===== config.mk =====
export PLATFORM = sky130hd
export DESIGN_NAME = acc_offload_arbiter
export DESIGN_NICKNAME = d
export VERILOG_FILES = /design/src/rtl/acc_offload_arbiter_pkg.sv /design/src/rtl/acc_outstanding_cnt.sv /design/src/rtl/acc_offload_arbiter.sv
export SDC_FILE = /design/constraint.sdc
export NUM_CORES = 1
export LEC_CHECK = 0
export ABC_AREA = 1
export BUFFER_PORTS_ARGS = -buffer_cell sky130_fd_sc_hd__clkbuf_2
export CELL_PAD_IN_SITES_DETAIL_PLACEMENT = 0
export CELL_PAD_IN_SITES_GLOBAL_PLACEMENT = 1
export CORE_MARGIN = 1
export CORE_UTILIZATION = 38
export CTS_BUF_LIST = sky130_fd_sc_hd__clkbuf_16
export DETAILED_ROUTE_END_ITERATION = 6
export PLACE_DENSITY = 0.92
export SETUP_SLACK_MARGIN = 0.3
export SYNTH_ARGS = -nofsm -noshare
export SYNTH_HDL_FRONTEND = slang
export SYNTH_HIERARCHICAL = 1
export SYNTH_SLANG_ARGS = --single-unit

===== constraint.sdc =====
create_clock -name clk_i -period 3.75 [get_ports clk_i]
set_input_delay 0.375 -clock clk_i [delete_from_list [all_inputs] [get_ports clk_i]]
set_output_delay 0.375 -clock clk_i [all_outputs]
set_load 0.05 [all_outputs]

===== src/rtl/acc_offload_arbiter_pkg.sv =====
// Shared definitions for the accelerator offload arbiter.
//
// Contents:
//   AccMaxOutstanding - default per-requester limit on in-flight offloads
//   acc_req_chan_t    - default request payload type
//   acc_rsp_chan_t    - default response payload type
//   idx_width()       - index width needed to address n requesters (min 1)
package acc_offload_arbiter_pkg;

  localparam int unsigned AccMaxOutstanding = 4;

  typedef logic acc_req_chan_t;
  typedef logic acc_rsp_chan_t;

  function automatic int unsigned idx_width(input int unsigned num_idx);
    return (num_idx > 1) ? $clog2(num_idx) : 1;
  endfunction

endpackage


===== src/rtl/acc_outstanding_cnt.sv =====
// Up/down saturating counter tracking in-flight offloads of one requester.
//
// Ports:
//   clk_i, rst_i - clock, asynchronous active-high reset
//   inc_i        - a request from this requester was accepted
//   dec_i        - a response to this requester completed its handshake
//   full_o       - count has reached MaxCount (requester must be throttled)
//   empty_o      - count is zero
module acc_outstanding_cnt #(
  parameter int unsigned MaxCount = 4
) (
  input  logic clk_i,
  input  logic rst_i,
  input  logic inc_i,
  input  logic dec_i,
  output logic full_o,
  output logic empty_o
);

  localparam int unsigned CntWidth = $clog2(MaxCount + 1);

  logic [CntWidth-1:0] cnt_q, cnt_d;
  logic                inc_eff, dec_eff;

  assign full_o  = (cnt_q == CntWidth'(MaxCount));
  assign empty_o = (cnt_q == '0);

  // Saturate at both ends; a decrement at zero is dropped before it can
  // cancel a simultaneous increment.
  assign inc_eff = inc_i && !full_o;
  assign dec_eff = dec_i && !empty_o;

  always_comb begin
    cnt_d = cnt_q;
    if (inc_eff && !dec_eff) begin
      cnt_d = cnt_q + 1'b1;
    end else if (dec_eff && !inc_eff) begin
      cnt_d = cnt_q - 1'b1;
    end
  end

  always_ff @(posedge clk_i or posedge rst_i) begin
    if (rst_i) begin
      cnt_q <= '0;
    end else begin
      cnt_q <= cnt_d;
    end
  end

endmodule


===== src/rtl/acc_offload_arbiter.sv =====
// Shares one accelerator port between NumReq offloading cores.
// Requests are arbitrated round-robin and registered into a single output
// slot tagged with the requester index; responses are routed back
// combinationally by their tag. Each requester is throttled once it has
// MaxOutstanding offloads in flight.
//
// Ports:
//   clk_i, rst_i           - clock, asynchronous active-high reset
//   mst_q_i/_valid_i/_ready_o - per-core request channel
//   mst_p_o/_valid_o/_ready_i - per-core response channel (payload broadcast)
//   slv_q_o/_id_o/_valid_o/_ready_i - registered request to accelerator
//   slv_p_i/_id_i/_valid_i/_ready_o - response from accelerator
//   busy_o                 - any offload in flight or output slot occupied
//   err_o                  - sticky spurious-response flag
//
// Build option: define ACC_OFFLOAD_ARB_ERR_CHECK_EN to drop and flag
// responses whose destination has nothing outstanding. Without it such
// responses are forwarded and err_o is tied low. Out-of-range ids are
// always absorbed (ready high, not forwarded) so the accelerator never stalls.
module acc_offload_arbiter
  import acc_offload_arbiter_pkg::*;
#(
  parameter  int unsigned NumReq         = 2,
  parameter  int unsigned MaxOutstanding = AccMaxOutstanding,
  parameter  type         req_chan_t     = acc_req_chan_t,
  parameter  type         rsp_chan_t     = acc_rsp_chan_t,
  localparam int unsigned IdWidth        = idx_width(NumReq)
) (
  input  logic               clk_i,
  input  logic               rst_i,
  input  req_chan_t          mst_q_i [NumReq],
  input  logic [NumReq-1:0]  mst_q_valid_i,
  output logic [NumReq-1:0]  mst_q_ready_o,
  output rsp_chan_t          mst_p_o,
  output logic [NumReq-1:0]  mst_p_valid_o,
  input  logic [NumReq-1:0]  mst_p_ready_i,
  output req_chan_t          slv_q_o,
  output logic [IdWidth-1:0] slv_q_id_o,
  output logic               slv_q_valid_o,
  input  logic               slv_q_ready_i,
  input  rsp_chan_t          slv_p_i,
  input  logic [IdWidth-1:0] slv_p_id_i,
  input  logic               slv_p_valid_i,
  output logic               slv_p_ready_o,
  output logic               busy_o,
  output logic               err_o
);

  logic [NumReq-1:0]  full, empty, eligible, inc, dec, rsp_hit;
  logic [IdWidth-1:0] rr_q, rr_d, win_idx;
  logic               win_found, slot_free, req_hs;
  logic               rsp_spurious, rsp_fwd_ready;
  req_chan_t          win_q;

  req_chan_t          slv_q_q;
  logic [IdWidth-1:0] slv_q_id_q;
  logic               slv_q_valid_q;

  assign eligible  = mst_q_valid_i & ~full;
  assign slot_free = !slv_q_valid_q || slv_q_ready_i;

  // Two passes give "first eligible at or after rr_q, wrapping" without a
  // dynamic modulo: indices >= rr_q first, then the wrapped-around ones.
  always_comb begin
    win_found = 1'b0;
    win_idx   = '0;
    win_q     = '0;
    for (int i = 0; i < int'(NumReq); i++) begin
      if (!win_found && eligible[i] && (IdWidth'(i) >= rr_q)) begin
        win_found = 1'b1;
        win_idx   = IdWidth'(i);
        win_q     = mst_q_i[i];
      end
    end
    for (int i = 0; i < int'(NumReq); i++) begin
      if (!win_found && eligible[i]) begin
        win_found = 1'b1;
        win_idx   = IdWidth'(i);
        win_q     = mst_q_i[i];
      end
    end
  end

  assign req_hs = win_found && slot_free;

  always_comb begin
    mst_q_ready_o = '0;
    for (int i = 0; i < int'(NumReq); i++) begin
      mst_q_ready_o[i] = req_hs && (win_idx == IdWidth'(i));
    end
  end

  assign inc = mst_q_ready_o & mst_q_valid_i;

  always_comb begin
    rr_d = rr_q;
    if (req_hs) begin
      rr_d = (win_idx == IdWidth'(NumReq - 1)) ? '0 : win_idx + 1'b1;
    end
  end

  always_comb begin
    rsp_hit = '0;
    for (int i = 0; i < int'(NumReq); i++) begin
      rsp_hit[i] = (slv_p_id_i == IdWidth'(i));
    end
  end

`ifdef ACC_OFFLOAD_ARB_ERR_CHECK_EN
  assign rsp_spurious = !(|rsp_hit) || (|(rsp_hit & empty));
`else
  assign rsp_spurious = !(|rsp_hit);
`endif

  assign rsp_fwd_ready = |(rsp_hit & mst_p_ready_i);
  assign slv_p_ready_o = rsp_spurious ? 1'b1 : rsp_fwd_ready;
  assign mst_p_valid_o = (slv_p_valid_i && !rsp_spurious) ? rsp_hit : '0;
  assign mst_p_o       = slv_p_i;
  assign dec           = mst_p_valid_o & mst_p_ready_i;

  for (genvar g = 0; g < int'(NumReq); g++) begin : gen_cnt
    acc_outstanding_cnt #(
      .MaxCount (MaxOutstanding)
    ) u_cnt (
      .clk_i   (clk_i),
      .rst_i   (rst_i),
      .inc_i   (inc[g]),
      .dec_i   (dec[g]),
      .full_o  (full[g]),
      .empty_o (empty[g])
    );
  end

  always_ff @(posedge clk_i or posedge rst_i) begin
    if (rst_i) begin
      slv_q_q       <= '0;
      slv_q_id_q    <= '0;
      slv_q_valid_q <= 1'b0;
      rr_q          <= '0;
    end else begin
      rr_q <= rr_d;
      if (req_hs) begin
        slv_q_q       <= win_q;
        slv_q_id_q    <= win_idx;
        slv_q_valid_q <= 1'b1;
      end else if (slv_q_ready_i) begin
        slv_q_valid_q <= 1'b0;
      end
    end
  end

  assign slv_q_o       = slv_q_q;
  assign slv_q_id_o    = slv_q_id_q;
  assign slv_q_valid_o = slv_q_valid_q;
  assign busy_o        = slv_q_valid_q || !(&empty);

`ifdef ACC_OFFLOAD_ARB_ERR_CHECK_EN
  logic err_q;

  always_ff @(posedge clk_i or posedge rst_i) begin
    if (rst_i) begin
      err_q <= 1'b0;
    end else if (slv_p_valid_i && rsp_spurious) begin
      err_q <= 1'b1;
    end
  end

  assign err_o = err_q;
`else
  assign err_o = 1'b0;
`endif

endmodule


---- After elaboration in Yosys (flattened, before gate mapping) ----
Index checks and enable logic that the tools add are counted.
operators by class
  equality and inequality tests ........... 2
  $add $sub $neg .......................... 5
  multiplexer cells ....................... 19
  $lt $le $gt $ge ......................... 2
  reduce and logical (&&, ||, !) cells .... 38
  bitwise operators ....................... 7
operators with widths
  operator               count
  $logic_and A1 B1 Y1    16
  $mux W1                14
  $logic_not A1 Y1       13
  $mux W3                4
  $and A2 B2 Y2          4
  $add A3 B1 Y3 const B  2
  $eq A3 B3 Y1 const B   2
  $logic_not A3 Y1       2
  $reduce_bool A2 Y1     3
  $sub A3 B1 Y3 const B  2
  $ge A1 B1 Y1 const A   2
  $logic_or A1 B1 Y1     2
  $mux W2                1
  $not A1 Y1             2
  $not A2 Y2             1
  $reduce_and A2 Y1      1
  $reduce_or A2 Y1       1
  $add A1 B1 Y1 const B  1
storage, ports and cells
  word-level logic and storage cells ...... 79
  flip-flop bits (word level) ............. 10
  output and inout bits ................... 11

---- Longest topological paths before layout ----
Gate-level depths: netlist of run 1.
  depth after elaboration ................. 23
  mapped depth ............................ 17
  gate-level depth less buffers ........... 17

---- By module ----
The synthesis of run 1 kept the hierarchy.
by module, submodules not included
  module               instances  area an instance (µm²)  cells an instance
  acc_outstanding_cnt  2          216.5                   26
  acc_offload_arbiter  1          361.6                   51

---- Worst setup path after synthesis of run 1 ----
No wires, ideal clock.
  path kind ............................... flip-flop to flip-flop
  start ................................... reg gen_cnt[0].u_cnt.cnt_q[0]
  end ..................................... reg gen_cnt[1].u_cnt.cnt_q[2]
  arrival time ............................ 2.053 ns
  path slack .............................. 1.580 ns
  path buffers ............................ 0
  clock period less this slack ............ 2.170 ns
  stages on the path, launching flop included .. 16
  data required time ...................... 3.633 ns
  cells stage by stage .................... dfrtp_1 or2_4 nor2_4 inv_2 nand3_2 nand2_2 nor2_1 inv_1 nor2_2 ha_1 inv_1 fa_1 nand2_1 nand3_1 nand2_1 nand2_1
between the ends
  word-level cells in the longest chain between the ends .. 22
ends and longest elaborated chain
  what                               RTL line                   source
  start: declaration                 acc_outstanding_cnt.sv:22  logic [CntWidth-1:0] cnt_q, cnt_d;
  start signal: assignment           acc_outstanding_cnt.sv:46  cnt_q <= cnt_d;
  $eq A3 B3 Y1 (*)                   acc_outstanding_cnt.sv:25  assign full_o = (cnt_q == CntWidth'(MaxCount));
  net full[0]                        acc_offload_arbiter.sv:49  logic [NumReq-1:0] full, empty, eligible, inc, dec, rsp_hit;
  $not A2 Y2 (*)                     acc_offload_arbiter.sv:59  assign eligible = mst_q_valid_i & ~full;
  $and A2 B2 Y2 (*)                  acc_offload_arbiter.sv:59
  $logic_and A1 B1 Y1                acc_offload_arbiter.sv:69  if (!win_found && eligible[i] && (IdWidth'(i) >= rr_q)) begin
  $mux W1                            acc_offload_arbiter.sv:69
  $logic_not A1 Y1                   acc_offload_arbiter.sv:69
  $logic_and A1 B1 Y1 (2 in series)  acc_offload_arbiter.sv:69
  [... 7 more ...]                   n/a
  $logic_and A1 B1 Y1                acc_offload_arbiter.sv:84  assign req_hs = win_found && slot_free;
  $logic_and A1 B1 Y1 (*)            acc_offload_arbiter.sv:89  mst_q_ready_o[i] = req_hs && (win_idx == IdWidth'(i));
  $and A2 B2 Y2 (*)                  acc_offload_arbiter.sv:93  assign inc = mst_q_ready_o & mst_q_valid_i;
  net inc[1]                         acc_offload_arbiter.sv:49
  $logic_and A1 B1 Y1 (*)            acc_outstanding_cnt.sv:30  assign inc_eff = inc_i && !full_o;
  $logic_not A1 Y1                   acc_outstanding_cnt.sv:37  end else if (dec_eff && !inc_eff) begin
  $logic_and A1 B1 Y1                acc_outstanding_cnt.sv:37
  $reduce_bool A2 Y1 (no line)       n/a
  end signal: assignment             acc_outstanding_cnt.sv:46
  end: declaration                   acc_outstanding_cnt.sv:22
Mark *: on every way through the listed nets, which the timed path passes. The rest lies on a longest branch.
A chain may end at the register's enable or synchronous reset.

---- Final worst setup path of run 1 ----
Same ends and word-level chain as after synthesis.

==> impl_results.md, run 1 <==
- Status: finished clean
- Crit path DAT: 2.43 ns
- Port Buffers: 19
- Top cell type's share of synthesized area: 31.50%
- Seq/Total Area, Yosys: 31.50%
- Ant. Diodes: 0
- RSZ-0062 raised after global routing: false
- Cells after Synth: 103
- Placer Congestion: 0.8120
- Met3 usage: 6.792%
- Maximum vdd ir drop: 0.0005208 V
- Min Tclk post-route: 2.296 ns
- Crit Path Class: register to register
- Final Slew Violations: 0
- Cell mode on critical path: nand2_1
- Io pins: 23
- First drt pass iteration count: 3
- Avg WL per Cell: 9.331 µm
- Die Span X: 47.73 µm
- GRT Overall Usage: 14.42%
- CP Launch Type: register
- CTS H-tree lvls: 1
- Total CTS buffers: 3
- Finished Core Util: 50.32%
- Crit path required time: 3.88 ns
- Worst-skew pair later-pin latency: 0.24 ns
- Remaining DRCs: 0
- FILL cells: 219
- CTS clk-pin slew, worst paths: 0.04 ns
- Most numerous cell in the Yosys netlist: inv_1
- TritonCTS clock tree: built
- Hold-fix buffers, CTS: 0
- HP Class: input port to asynchronous set/reset pin
- Crit share post-route: 61.24%
- Comb pwr share: 53.2%
- Met2 Track Usage GR: 20.27%
- Final antenna-violating net count: 0
- Post-cts resize count: 0
- Average size of a mapped cell: 7.714 µm²
- Crit. End Element: register
- Crit-path max cell delay: 0.41 ns
- Die height: 47.73 µm
- Starting DRT DRC Count: 9
- Synth area leader: dfrtp_1
- Cell-internal power: 458.9 µW
- Clk pwr share: 22.2%
- NetSw: 399.3 µW
- Routing usage on met1: 17.01%
- Crit-path max FO: 4
- Post-CTS Setup Bufs: 0
- Largest net degree at the start of global routing: 9
- Core ar.: 1962 µm²
- Most frequent cells after synthesis: inv_1 (21), nand2_1 (19), dfrtp_1 (10)
- DP HPWL: 1199 µm
- Top cells by area, synth: dfrtp_1 (31%), inv_1 (9.9%), nand2_1 (9.0%)
- Sequential Power Share: 24.7%
- Netlist cell types: 24
- Hold Slack: 0.004886 ns
- First-pass GRT wire length: 2070 µm
- Initial antenna violation count: 0
- Critical path cell sequence: or2_4, nor2_4, inv_2, nand3_2, nand2_2, nor2_1, inv_1, nor2_2, ha_1, inv_1, fa_1, nand2_1, nand3_1, nand2_1, nand2_1
- Final WL: 1409 µm
- #FFs+latches synth: 10
- Full die area: 2278 µm²
- Vias in the first global route: 501
- Nets@finish: 141
- Endpoints failing setup: 0
- CP max-delay cell: dfrtp_1
- CTS Sinks: 10
- Synth Net Count: 119
- Fin. Hold Viols: 0
- Max Cap Viol: 0
- Clock Path Buffers: 2
- Setup tns final: 0 ns
- Power density over the cells: 869.3 nW/µm²
- Global route overflow: 0
- P&R area growth vs syn: 24.25%
- Initial Utilization: 40.50%
- Number of enable flip-flop cells after synthesis: 0
- Cell area after synthesis: 794.5 µm²
- Ys async rst share: 100.0%
- Clock root buffer: clkbuf_16
- GRT busiest layer: met2
- Rows: 16
- Yosys warns: 6
- Fmax: 435.5 MHz
- Ys flop type: dfrtp_1
- Vias per inst: 4.225
- Share of layout cells above drive strength 1: 37.10%
- Sw Ratio: 46.53%
- Leak: 0.5384 nW
- Final Skew: 0.004203 ns
- Vias after detailed routing: 638
layout make-up:
type / instances / area, µm² / share of cell area [%]
clock inverter: 1 / 3.754 / 0.3802
sequential: 10 / 250.2 / 25.35
tap: 27 / 33.78 / 3.422
inverter: 27 / 101.3 / 10.27
multi-input combinational: 64 / 427.9 / 43.35
clock buffer: 3 / 75.07 / 7.605
timing repair buffer: 19 / 95.09 / 9.632
per-stage QoR:
| stage | setup slack (ns) | cells | area [µm²] | total power, mW |
|---|---|---|---|---|
| 2_1_floorplan | 1.580 | 103 | 794.5 | 0.5814 |
| 3_3_place_gp | 1.490 | 147 | 908.4 | 0.6510 |
| 3_5_place_dp | 1.447 | 147 | 908.4 | 0.6695 |
| 4_1_cts | 1.446 | 151 | 987.2 | 0.8684 |
| 5_1_grt | 1.281 | 151 | 987.2 | 0.9292 |
| 6_report | 1.454 | 151 | 987.2 | 0.8582 |
layout by cell type (no fill, tap or decap), types with 3 or more instances in the layout:
| cell type | netlist | final |
|---|---|---|
| nand2_1 | 19 | 19 |
| nor2_1 | 6 | 6 |
| dfrtp_1 | 10 | 10 |
| clkbuf_16 | 0 | 3 |
| nor2_4 | 5 | 5 |
| o21ai_0 | 3 | 3 |
| clkbuf_2 | 0 | 19 |
| inv_2 | 6 | 6 |
| inv_1 | 21 | 21 |
| nand3_1 | 6 | 6 |
| o21ai_2 | 3 | 3 |
sequential cells by signal, summed over array words and instances, names as in the netlist:
name	cells
gen_cnt.u_cnt/cnt_q	6
rr_q	1
slv_q_id_o	1
slv_q_o	1
slv_q_valid_o	1
logic make-up after synthesis:
logic type	synth area share, %
and+or+nand+nor	35.43
buffers and inverters	14.65
DFF	31.50
AOI/OAI and AO/OA	7.559
adders and majority gates	8.189
xor gates and xnor gates	2.205
other	0.4720
critical path: cells and delay by family (launching register included):
kind	cells	cell delay, ns
adders and majority gates	2	0.53
buffers and inverters	3	0.16
DFF	1	0.41
and+or+nand+nor	10	1.08
layer usage:
metal / vias up / share of wire [%]
met5: - / 0
met4: 0 / 1.8
li1: 347 / -
met1: 280 / 46
met3: 2 / 3.5
met2: 9 / 48
power groups by stage:
stage / combinational [mW] / clock [mW] / sequential, mW
floorplan: 0.331 / 0 / 0.250
global placement: 0.440 / 0 / 0.211
detailed placement: 0.455 / 0 / 0.214
CTS: 0.458 / 0.197 / 0.213
global route: 0.506 / 0.204 / 0.219
finish: 0.456 / 0.190 / 0.212
worst paths after layout:
check / startpoint / endpoint / slack, ns / cells past startpoint
worst max-delay path: gen_cnt[0].u_cnt/cnt_q[0] / gen_cnt[1].u_cnt/cnt_q[2] / 1.45 / 15
worst min-delay path: rst_i / gen_cnt[0].u_cnt/cnt_q[0] / 0.005 / 2
worst max register to register: gen_cnt[0].u_cnt/cnt_q[0] / gen_cnt[1].u_cnt/cnt_q[2] / 1.45 / 15
worst min register to register: slv_q_o / slv_q_o / 0.48 / 2
max in group asynchronous: rst_i / gen_cnt[1].u_cnt/cnt_q[2] / 3.59 / 2
min in group clk_i: slv_q_o / slv_q_o / 0.48 / 2
No activity file was read; power rests on OpenSTA's default activity.
==> inputs of run 2 (changes only) <==
--- a/config.mk
+++ b/config.mk
@@ -10,10 +10,10 @@
 export CELL_PAD_IN_SITES_DETAIL_PLACEMENT = 0
 export CELL_PAD_IN_SITES_GLOBAL_PLACEMENT = 1
 export CORE_MARGIN = 1
-export CORE_UTILIZATION = 38
+export CORE_UTILIZATION = 36
 export CTS_BUF_LIST = sky130_fd_sc_hd__clkbuf_16
 export DETAILED_ROUTE_END_ITERATION = 6
-export PLACE_DENSITY = 0.92
+export PLACE_DENSITY = 0.89
 export SETUP_SLACK_MARGIN = 0.3
 export SYNTH_ARGS = -nofsm -noshare
 export SYNTH_HDL_FRONTEND = slang
==> constraint.sdc (replaced) <==
create_clock -name clk_i -period 2.4 [get_ports clk_i]
set_input_delay 0.24 -clock clk_i [delete_from_list [all_inputs] [get_ports clk_i]]
set_output_delay 0.24 -clock clk_i [all_outputs]
set_load 0.05 [all_outputs]
==> run 2 against run 1 <==
  * Fmax up 9.3%
  * Highest routed layer unchanged
  * Non-clock buffer count up 17
  * Core utilization up 6.8 points
  * Sequential power up 44%
  * Clock skew down 0.0026 ns
==> impl_results.md, run 2 (synthesis gave the netlist of run 1 again) <==
- Starting DRT DRC Count: 8 (was 9)
- Endpoints failing setup: 0 (unchanged)
- Leading cell types in the layout, fill and taps excluded: clkbuf_2 (19), inv_1 (17), nand2_1 (16), buf_4 (16), inv_2 (10) (was inv_1 (21), nand2_1 (19), clkbuf_2 (19), dfrtp_1 (10))
- First-pass GRT wire length: 2939 µm (was 2070 µm)
- Max FFs per register: 6 (unchanged)
- Maximum vdd ir drop: 0.0007297 V (was 0.0005208 V)
- Port Buffers: 19 (unchanged)
- CTS Sinks: 10 (unchanged)
- Clk pwr share: 18.2% (was 22.2%)
- Rows: 16 (unchanged)
- Status: finished clean (unchanged)
- CP Launch Type: register (unchanged)
- Post-route total power: 1.559 mW (was 858.2 µW)
- Io pins: 23 (unchanged)
- Crit path required time: 2.55 ns (was 3.88 ns)
- Final Slew Violations: 0 (unchanged)
- DP HPWL: 1179 µm (was 1199 µm)
- Sw Ratio: 43.79% (was 46.53%)
- HP Class: input port to register (was input port to asynchronous set/reset pin)
- TritonCTS clock tree: built (unchanged)
- GRT Overall Usage: 15.85% (was 14.42%)
- Leading cell type in the layout, fill and taps excluded: clkbuf_2 (was inv_1)
- Final Skew: 0.001617 ns (was 0.004203 ns)
- Power density over the cells: 1350 nW/µm² (was 869.3 nW/µm²)
- Routing usage on met1: 18.45% (was 17.01%)
- Pre-CTS setup slack: 0.1089 ns (was 1.447 ns)
- Vias per inst: 4.311 (was 4.225)
- Crit share post-route: 87.51% (was 61.24%)
- Vias in the first global route: 733 (was 501)
- Worst-skew pair later-pin latency: 0.23 ns (was 0.24 ns)
- Crit path DAT: 2.25 ns (was 2.43 ns)
- P&R area growth vs syn: 45.35% (was 24.25%)
- Initial antenna violation count: 0 (unchanged)
- Clock Path Buffers: 2 (unchanged)
- Layout Cells excl Fill: 167 (was 151)
- First drt pass iteration count: 3 (unchanged)
- Placed Instances: 147 (unchanged)
- Hold Slack: 0.3274 ns (was 0.004886 ns)
- Placer Congestion: 0.7101 (was 0.8120)
- FILL cells: 186 (was 219)
- Core ar.: 2022 µm² (was 1962 µm²)
- Crit. End Element: register (unchanged)
- Share of layout cells above drive strength 1: 55.00% (was 37.10%)
- Met3 usage: 2.804% (was 6.792%)
- Vias after detailed routing: 720 (was 638)
- Avg WL per Cell: 9.976 µm (was 9.331 µm)
- CTS clk-pin slew, worst paths: 0.04 ns (about the same)
- Setup tns final: 0 ns (unchanged)
- Sequential Power Share: 19.6% (was 24.7%)
- Clock root buffer: clkbuf_16 (unchanged)
- Final antenna-violating net count: 0 (unchanged)
- Final WL: 1666 µm (was 1409 µm)
- Total CTS buffers: 3 (unchanged)
- Crit-path max FO: 3 (was 4)
- CTS H-tree lvls: 1 (unchanged)
- Worst Slack Setup Final: 0.2998 ns (was 1.454 ns)
- Most flop-heavy register: gen_cnt.u_cnt/cnt_q (unchanged)
- Die Span X: 48.98 µm (was 47.73 µm)
- Die height: 48.98 µm (was 47.73 µm)
- Min Tclk post-route: 2.100 ns (was 2.296 ns)
- Met2 Track Usage GR: 29.17% (was 20.27%)
- Global route overflow: 0 (unchanged)
- NetSw: 682.5 µW (was 399.3 µW)
- Crit Path Class: register to register (unchanged)
- Cell-internal power: 876.1 µW (was 458.9 µW)
- GRT busiest layer: met2 (unchanged)
- Comb pwr share: 62.2% (was 53.2%)
- Fin. Hold Viols: 0 (unchanged)
- Nets@finish: 158 (was 141)
- Leak: 0.6181 nW (was 0.5384 nW)
- Ant. Diodes: 0 (unchanged)
- RSZ-0062 raised after global routing: true (was false)
- Fmax: 476.1 MHz (was 435.5 MHz)
- Largest net degree at the start of global routing: 8 (was 9)
- Initial Utilization: 39.29% (was 40.50%)
- Max Cap Viol: 0 (unchanged)
- Remaining DRCs: 0 (unchanged)
- Full die area: 2399 µm² (was 2278 µm²)
[run 2: cell types whose count changed in the layout (fill, tap and decap cells not counted), moves of 2 or more]
cell,change
inv_2,+4
buf_4,+16
o21ai_0,-2
nand2_1,-3
inv_1,-4
ha_2,+2
nand2_2,+2
fa_1,-2
fa_2,+2
ha_1,-2
[run 2: final timing paths]
check | depth (start not counted) | slack, ns | end | startpoint
min in group asynchronous | 3 | 0.44 | gen_cnt[1].u_cnt/cnt_q[2] | rst_i
hold / removal | 5 | 0.33 | slv_q_o | mst_q_i[0]
setup reg to reg | 13 | 0.30 | gen_cnt[1].u_cnt/cnt_q[1] | gen_cnt[0].u_cnt/cnt_q[1]
max in group asynchronous | 3 | 1.77 | slv_q_valid_o | rst_i
hold reg to reg | 2 | 0.47 | slv_q_id_o | slv_q_id_o
setup / recovery | 13 | 0.30 | gen_cnt[1].u_cnt/cnt_q[1] | gen_cnt[0].u_cnt/cnt_q[1]
[run 2: layout make-up]
cell class | count | area, µm² | share of cell area, %
Inverter | 27 | 101.3 | 8.776
Tap cell | 27 | 33.78 | 2.925
Timing Repair Buffer | 36 | 225.2 | 19.50
Clock buffer | 3 | 75.07 | 6.501
Multi-Input combinational cell | 64 | 467.9 | 40.52
Sequential cell | 10 | 251.5 | 21.78
[run 2: layer usage]
layer	part of all wire, %	routed length, µm
met1	45	756
met2	49	819
met3	4.3	71
met4	1.1	19
met5	0	0
[run 2: timing repair]
item                                    CTS  global route
hold buffers                              1             0
pin swaps                                11             6
endpoints found under the setup margin    4             4
setup buffers                            10             6
resized for setup                         8             7
endpoints found under the hold margin    10             0
[run 2: power by group through the flow]
stage	combinational [mW]	sequential, mW	clock (mW)
floorplan	0.525	0.392	0
global placement	0.699	0.325	0
detailed placement	0.712	0.329	0
CTS	0.876	0.304	0.288
global route	1.07	0.318	0.295
finish	0.969	0.306	0.283
[run 2: worst max-delay path, stage by stage (launching register included)]
cell	delay [ns]
dfrtp_1	0.38
or2_4	0.27
nor2_4	0.10
inv_2	0.07
nand3_4	0.10
nand2_4	0.05
nor2_2	0.07
inv_1	0.05
nor2_2	0.08
ha_2	0.19
inv_2	0.05
fa_2	0.51
nand2_1	0.04
o21ai_1	0.07
[run 2: stage by stage]
stage / instance area, µm² / utilization (%)
after floorplan: 799.5 / -
after global placement: 913.4 / 45.17
after detailed placement: 913.4 / 45.17
after CTS: 1095 / 54.15
after global routing: 1155 / 57.12
final: 1155 / 57.12
